===== src/rtl/gate_selftest_ctrl.sv =====
// Exhaustive self-test sequencer for a small combinational gate: walks every input vector,
// holds it for a settle time, samples the gate output and scores it against a truth table.
module gate_selftest_ctrl #(
    parameter int                     N_INPUTS      = 2,
    parameter int                     SETTLE_CYCLES = 2,
    parameter logic [2**N_INPUTS-1:0] EXPECTED      = 4'b0111
) (
    input  logic                     clk,
    input  logic                     rst_n,
    input  logic                     start,
    input  logic                     abort,
    input  logic                     gate_out,
    output logic [N_INPUTS-1:0]      stim,
    output logic                     busy,
    output logic                     done,
    output logic                     pass,
    output logic [2**N_INPUTS-1:0]   result,
    output logic [N_INPUTS:0]        fail_count,
    output logic [N_INPUTS-1:0]      first_fail
);

    localparam int NUM_VEC = 2**N_INPUTS;
    localparam int CNT_W   = (SETTLE_CYCLES > 1) ? $clog2(SETTLE_CYCLES) : 1;

    localparam logic [CNT_W-1:0]    SETTLE_LAST = CNT_W'(SETTLE_CYCLES - 1);
    localparam logic [CNT_W-1:0]    CNT_ONE     = CNT_W'(1);
    localparam logic [N_INPUTS-1:0] VEC_LAST    = N_INPUTS'(NUM_VEC - 1);
    localparam logic [N_INPUTS-1:0] VEC_ONE     = N_INPUTS'(1);
    localparam logic [N_INPUTS:0]   FC_ONE      = (N_INPUTS + 1)'(1);

    typedef enum logic [1:0] {
        ST_IDLE   = 2'd0,
        ST_SETTLE = 2'd1,
        ST_SAMPLE = 2'd2,
        ST_DONE   = 2'd3
    } state_t;

    state_t                 state_q, state_d;
    logic [N_INPUTS-1:0]    vec_q, vec_d;
    logic [CNT_W-1:0]       cnt_q, cnt_d;
    logic [N_INPUTS-1:0]    stim_q, stim_d;
    logic                   busy_q, busy_d;
    logic                   done_q, done_d;
    logic                   pass_q, pass_d;
    logic [NUM_VEC-1:0]     result_q, result_d;
    logic [N_INPUTS:0]      fail_count_q, fail_count_d;
    logic [N_INPUTS-1:0]    first_fail_q, first_fail_d;

    // Every output is registered, so each one is computed here from the next state.
    always_comb begin
        state_d      = state_q;
        vec_d        = vec_q;
        cnt_d        = cnt_q;
        stim_d       = '0;
        busy_d       = 1'b0;
        done_d       = 1'b0;
        pass_d       = pass_q;
        result_d     = result_q;
        fail_count_d = fail_count_q;
        first_fail_d = first_fail_q;

        case (state_q)
            ST_IDLE: begin
                if (start && !abort) begin
                    state_d      = ST_SETTLE;
                    vec_d        = '0;
                    cnt_d        = '0;
                    result_d     = '0;
                    fail_count_d = '0;
                    first_fail_d = '0;
                    pass_d       = 1'b0;
                    busy_d       = 1'b1;
                    stim_d       = '0;
                end
            end

            ST_SETTLE: begin
                if (abort) begin
                    state_d = ST_IDLE;
                    pass_d  = 1'b0;
                end else begin
                    busy_d = 1'b1;
                    stim_d = vec_q;
                    if (cnt_q == SETTLE_LAST) begin
                        state_d = ST_SAMPLE;
                    end else begin
                        cnt_d = cnt_q + CNT_ONE;
                    end
                end
            end

            ST_SAMPLE: begin
                if (abort) begin
                    // Abort wins over the sample: the partial score stays as it was.
                    state_d = ST_IDLE;
                    pass_d  = 1'b0;
                end else begin
                    result_d[vec_q] = gate_out;
                    if (gate_out != EXPECTED[vec_q]) begin
                        fail_count_d = fail_count_q + FC_ONE;
                        if (fail_count_q == '0) begin
                            first_fail_d = vec_q;
                        end
                    end
                    if (vec_q == VEC_LAST) begin
                        state_d = ST_DONE;
                        done_d  = 1'b1;
                        pass_d  = (fail_count_d == '0);
                    end else begin
                        state_d = ST_SETTLE;
                        vec_d   = vec_q + VEC_ONE;
                        cnt_d   = '0;
                        busy_d  = 1'b1;
                        stim_d  = vec_q + VEC_ONE;
                    end
                end
            end

            ST_DONE: begin
                state_d = ST_IDLE;
            end

            default: begin
                state_d = ST_IDLE;
            end
        endcase
    end

    always_ff @(posedge clk) begin
        if (!rst_n) begin
            state_q      <= ST_IDLE;
            vec_q        <= '0;
            cnt_q        <= '0;
            stim_q       <= '0;
            busy_q       <= 1'b0;
            done_q       <= 1'b0;
            pass_q       <= 1'b0;
            result_q     <= '0;
            fail_count_q <= '0;
            first_fail_q <= '0;
        end else begin
            state_q      <= state_d;
            vec_q        <= vec_d;
            cnt_q        <= cnt_d;
            stim_q       <= stim_d;
            busy_q       <= busy_d;
            done_q       <= done_d;
            pass_q       <= pass_d;
            result_q     <= result_d;
            fail_count_q <= fail_count_d;
            first_fail_q <= first_fail_d;
        end
    end

    assign stim       = stim_q;
    assign busy       = busy_q;
    assign done       = done_q;
    assign pass       = pass_q;
    assign result     = result_q;
    assign fail_count = fail_count_q;
    assign first_fail = first_fail_q;

endmodule


===== config.mk =====
export PLATFORM = sky130hd
export DESIGN_NAME = gate_selftest_ctrl
export DESIGN_NICKNAME = d
export VERILOG_FILES = /design/src/rtl/gate_selftest_ctrl.sv
export SDC_FILE = /design/constraint.sdc
export NUM_CORES = 1
export LEC_CHECK = 0
export ABC_AREA = 1
export BUFFER_PORTS_ARGS = -buffer_cell sky130_fd_sc_hd__buf_4
export CAP_MARGIN = 20
export CELL_PAD_IN_SITES_DETAIL_PLACEMENT = 1
export CELL_PAD_IN_SITES_GLOBAL_PLACEMENT = 2
export CORE_MARGIN = 2
export CORE_UTILIZATION = 32
export DETAILED_ROUTE_END_ITERATION = 6
export PLACE_DENSITY = 0.89
export SLEW_MARGIN = 40
export SYNTH_ARGS = -nofsm -noshare
export SYNTH_HDL_FRONTEND = slang
export SYNTH_SLANG_ARGS = --single-unit

===== constraint.sdc =====
create_clock -name clk -period 4.1 [get_ports clk]
set_clock_uncertainty 0.1 [all_clocks]
set_input_delay 0.41 -clock clk [delete_from_list [all_inputs] [get_ports clk]]
set_output_delay 0.41 -clock clk [all_outputs]
set_load 0.05 [all_outputs]

==> results by group <==
Clock network
  • CTS resizes: 0
  • Clock Tree Buf Depth: 2
  • Clk slew on worst S/H paths: 120 ps
  • Latest clock arrival within the worst-skew pair: roughly 300 ps
  • Clk sinks: 19
  • Root buf cell: clkbuf_4
  • H-Tree Depth: 1
  • Setup bufs post-CTS: 0
  • CTS Buf Count: 3
  • Hold_buf cts: 0
  • CTS tree: done

Floorplanning
  • Die area: a little over 0.004 mm²
  • Std cell rows: 21
  • Die Span Y: 63.8 µm
  • Initial Util: 33.8%
  • # IOs: 19
  • Die extent in x: 63.8 µm
  • Core area: 0.00339 mm²

Layout
  • Layout filler cell count: 443
  • Nets: 204
  • # diodes: 0
  • P&R area growth vs syn: 18.0%
  • Final Non-Filler Cells: 233
  • Fraction of layout cells with a size suffix above 1: 16.6%

Power
  • Pwr Total: 0.504 mW
  • Leak Pwr: 0.642 nW
  • Power Density: 373 mW/mm²
  • Comb pwr share: 38.7%
  • Peak VDD IR: 127 µV
  • Int Power: 0.299 mW
  • P_sw: 0.205 mW
  • Switching Share: 40.7%
  • Share of total power in sequential cells: 41.8%
  • Clock power share: 19.5%

Drt
  • Vias per cell: 4.72
  • 1st-iter DRT viols: 19
  • WL final: 2.94 mm
  • Post-DR wirelength/cell: 12.6 µm
  • Number of iterations in the first detailed-routing pass: 4
  • DRC viols: 0
  • Final ANT Viol Nets: 0
  • DR vias: around 1100

Synth
  • Yosys reg bits: 19
  • Synth unique cells: 21
  • Leading post-synthesis cells by cell area: dfxtp_1 (33%), ha_1 (12%), nand2_1 (12%)
  • YS warnings: 0
  • Post-synthesis cell area: 0.00115 mm²
  • Mapped Cells: 167
  • Top cell type's share of synthesized area: 33.2%
  • Syn avg cell area: 6.86 µm²
  • Sequential area share after synthesis: roughly 33%
  • Cell accounting for the most synthesized area: dfxtp_1
  • Synth Net Count: 183

Hold path
  • Worst hold path depth: 2
  • Hold_sp: abort
  • Min-Delay Endpoint: done$_SDFF_PP0_
  • Hold WC Path Type: in -> reg

Critical path
  • Reg-to-Reg Start: vec_q[0]$_SDFFE_PN0P_
  • Worst path slowest cell: dfxtp_1
  • Crit path max fanout: 6
  • CP most frequent cell: nor2_1
  • Worst Setup End Kind: register
  • FF-to-FF path depth: 9
  • Buffers & Inverters on Critical Path: 1
  • Slowest Stage Delay on Critical Path: 470 ps
  • CP Class: reg -> reg
  • Critical Path RT: 4240 ps
  • Crit Reg-Reg Endpoint: pass$_SDFFE_PN0P_
  • CP cell instances: ha_1 -> ha_1 -> inv_1 -> nand2_1 -> nand2_1 -> nand3_1 -> nor2_1 -> nor2_1 -> nor2_1
  • Critical path arrival: 1940 ps
  • Cell family with most CP delay: adder cells
  • Reg-to-reg slack, setup: ~2300 ps
  • Startpoint type of the worst setup path: register

Global routing
  • Grt total ovfl: 0
  • Total track usage: 15.8%
  • Number of global-route vias before repair: 1197
  • Pin count of the biggest net entering global routing: 11
  • First-pass GRT wire length: 5.16 mm
  • Initial antenna violation count: 0

Run status
  • Outcome: complete, no violations

Timing
  • Period utilisation layout: between 40 and 50%
  • Final Hold Vio Count: 0
  • Max-slew violation count: 0
  • Unrepaired setup endpoints after global routing: no
  • Setup TNS Final: 0 ps
  • Max transition margin: 77.7%
  • Final Setup Violations: 0
  • FMAX: 555 MHz
  • Slew @ Worst Pin: roughly 330 ps
  • Post-route minimum period: around 1800 ps

Place
  • IO buf count: 18
  • RD Place Congestion: 0.807
  • Dpl hpwl: between 2 and 2.5 mm
  • Placed Cells: approximately 230

Job
  • Max cap viols: 0
[synth_stat cells]
cell type,count
a211oi_1,1
a21oi_1,17
buf_2,1
buf_4,1
clkinv_1,1
dfxtp_1,19
ha_1,11
inv_1,26
inv_2,2
nand2_1,36
nand2_2,2
nand2_4,2
nand3_1,8
nand4_1,3
nor2_1,21
nor2_2,1
nor2_8,1
nor3_1,1
o211ai_1,1
o21ai_0,10
o21ai_2,2
[layout by cell type (no fill, tap or decap), types with 3 or more instances in the layout]
master,n
dfxtp_1,19
a21oi_1,17
nand3_1,8
nand2_1,36
buf_4,18
o21ai_0,10
nand4_1,3
inv_1,26
clkbuf_4,3
nor2_1,21
ha_1,11
[worst max-delay path by stage]
stage	cells past startpoint	endpoint	slack, ps	from
final	9	pass$_SDFFE_PN0P_	2300	vec_q[0]$_SDFFE_PN0P_
after global routing	9	pass$_SDFFE_PN0P_	2100	vec_q[0]$_SDFFE_PN0P_
after CTS	9	pass$_SDFFE_PN0P_	2290	vec_q[0]$_SDFFE_PN0P_
after detailed placement	9	pass$_SDFFE_PN0P_	2320	vec_q[0]$_SDFFE_PN0P_
after floorplan	8	fail_count[1]$_SDFFE_PN0P_	2450	fail_count[0]$_SDFFE_PN0P_
after global placement	8	fail_count[1]$_SDFFE_PN0P_	2330	vec_q[0]$_SDFFE_PN0P_
[routing by layer]
| metal | up-vias | wire length (µm) | global-route usage (%) |
|---|---|---|---|
| met2 | 12 | 1460 | 27.3 |
| li1 | 568 | - | - |
| met1 | 515 | 1370 | 19.9 |
| met3 | 4 | 69 | 2.46 |
| met5 | - | 0 | 0 |
| met4 | 0 | 41 | 4.89 |
[power groups by stage]
stage,Clock (mW),Combinational (mW),Sequential (mW)
2_1_floorplan,0,0.113,0.247
3_3_place_gp,0,0.192,0.214
3_5_place_dp,0,0.195,0.215
4_1_cts,0.102,0.197,0.211
5_1_grt,0.110,0.218,0.213
6_report,0.0983,0.195,0.210
[logic make-up after synthesis]
family | Yosys count | synth area share (%)
DFF | 19 | 33.2
adders and majority gates | 11 | 12.0
AOI/OAI and AO/OA | 31 | 14.6
and+or+nand+nor | 75 | 29.6
buffers and inverters | 31 | 10.6
[stage by stage]
| stage | worst slack [ps] | hold slack (ps) | cell area [µm²] | utilization (%) |
|---|---|---|---|---|
| floorplan | 2450 | 376 | 1150 | - |
| global placement | 2330 | 338 | 1330 | 39.1 |
| detailed placement | 2320 | 355 | 1330 | 39.1 |
| CTS | 2290 | 231 | 1350 | 39.9 |
| global route | 2100 | 223 | 1350 | 39.9 |
| finish | 2300 | 245 | 1350 | 39.9 |
[layout make-up]
class                           count  area [µm²]  share of cell area [%]
Clock buffer                        4        26.3                    1.94
Inverter                           29         109                    8.05
Multi-Input combinational cell    117         644                    47.6
Sequential cell                    19         380                    28.1
Tap cell                           46        57.6                    4.26
Timing Repair Buffer               18         135                    9.99
[flip-flops by register name, indices dropped and copies added, names as in the netlist]
register and cells:
result 4, fail_count 3, first_fail 2, state_q 2
stim 2, vec_q 2, busy 1, cnt_q 1
done 1, pass 1
Note: power is estimated with default switching activity, not from simulation.
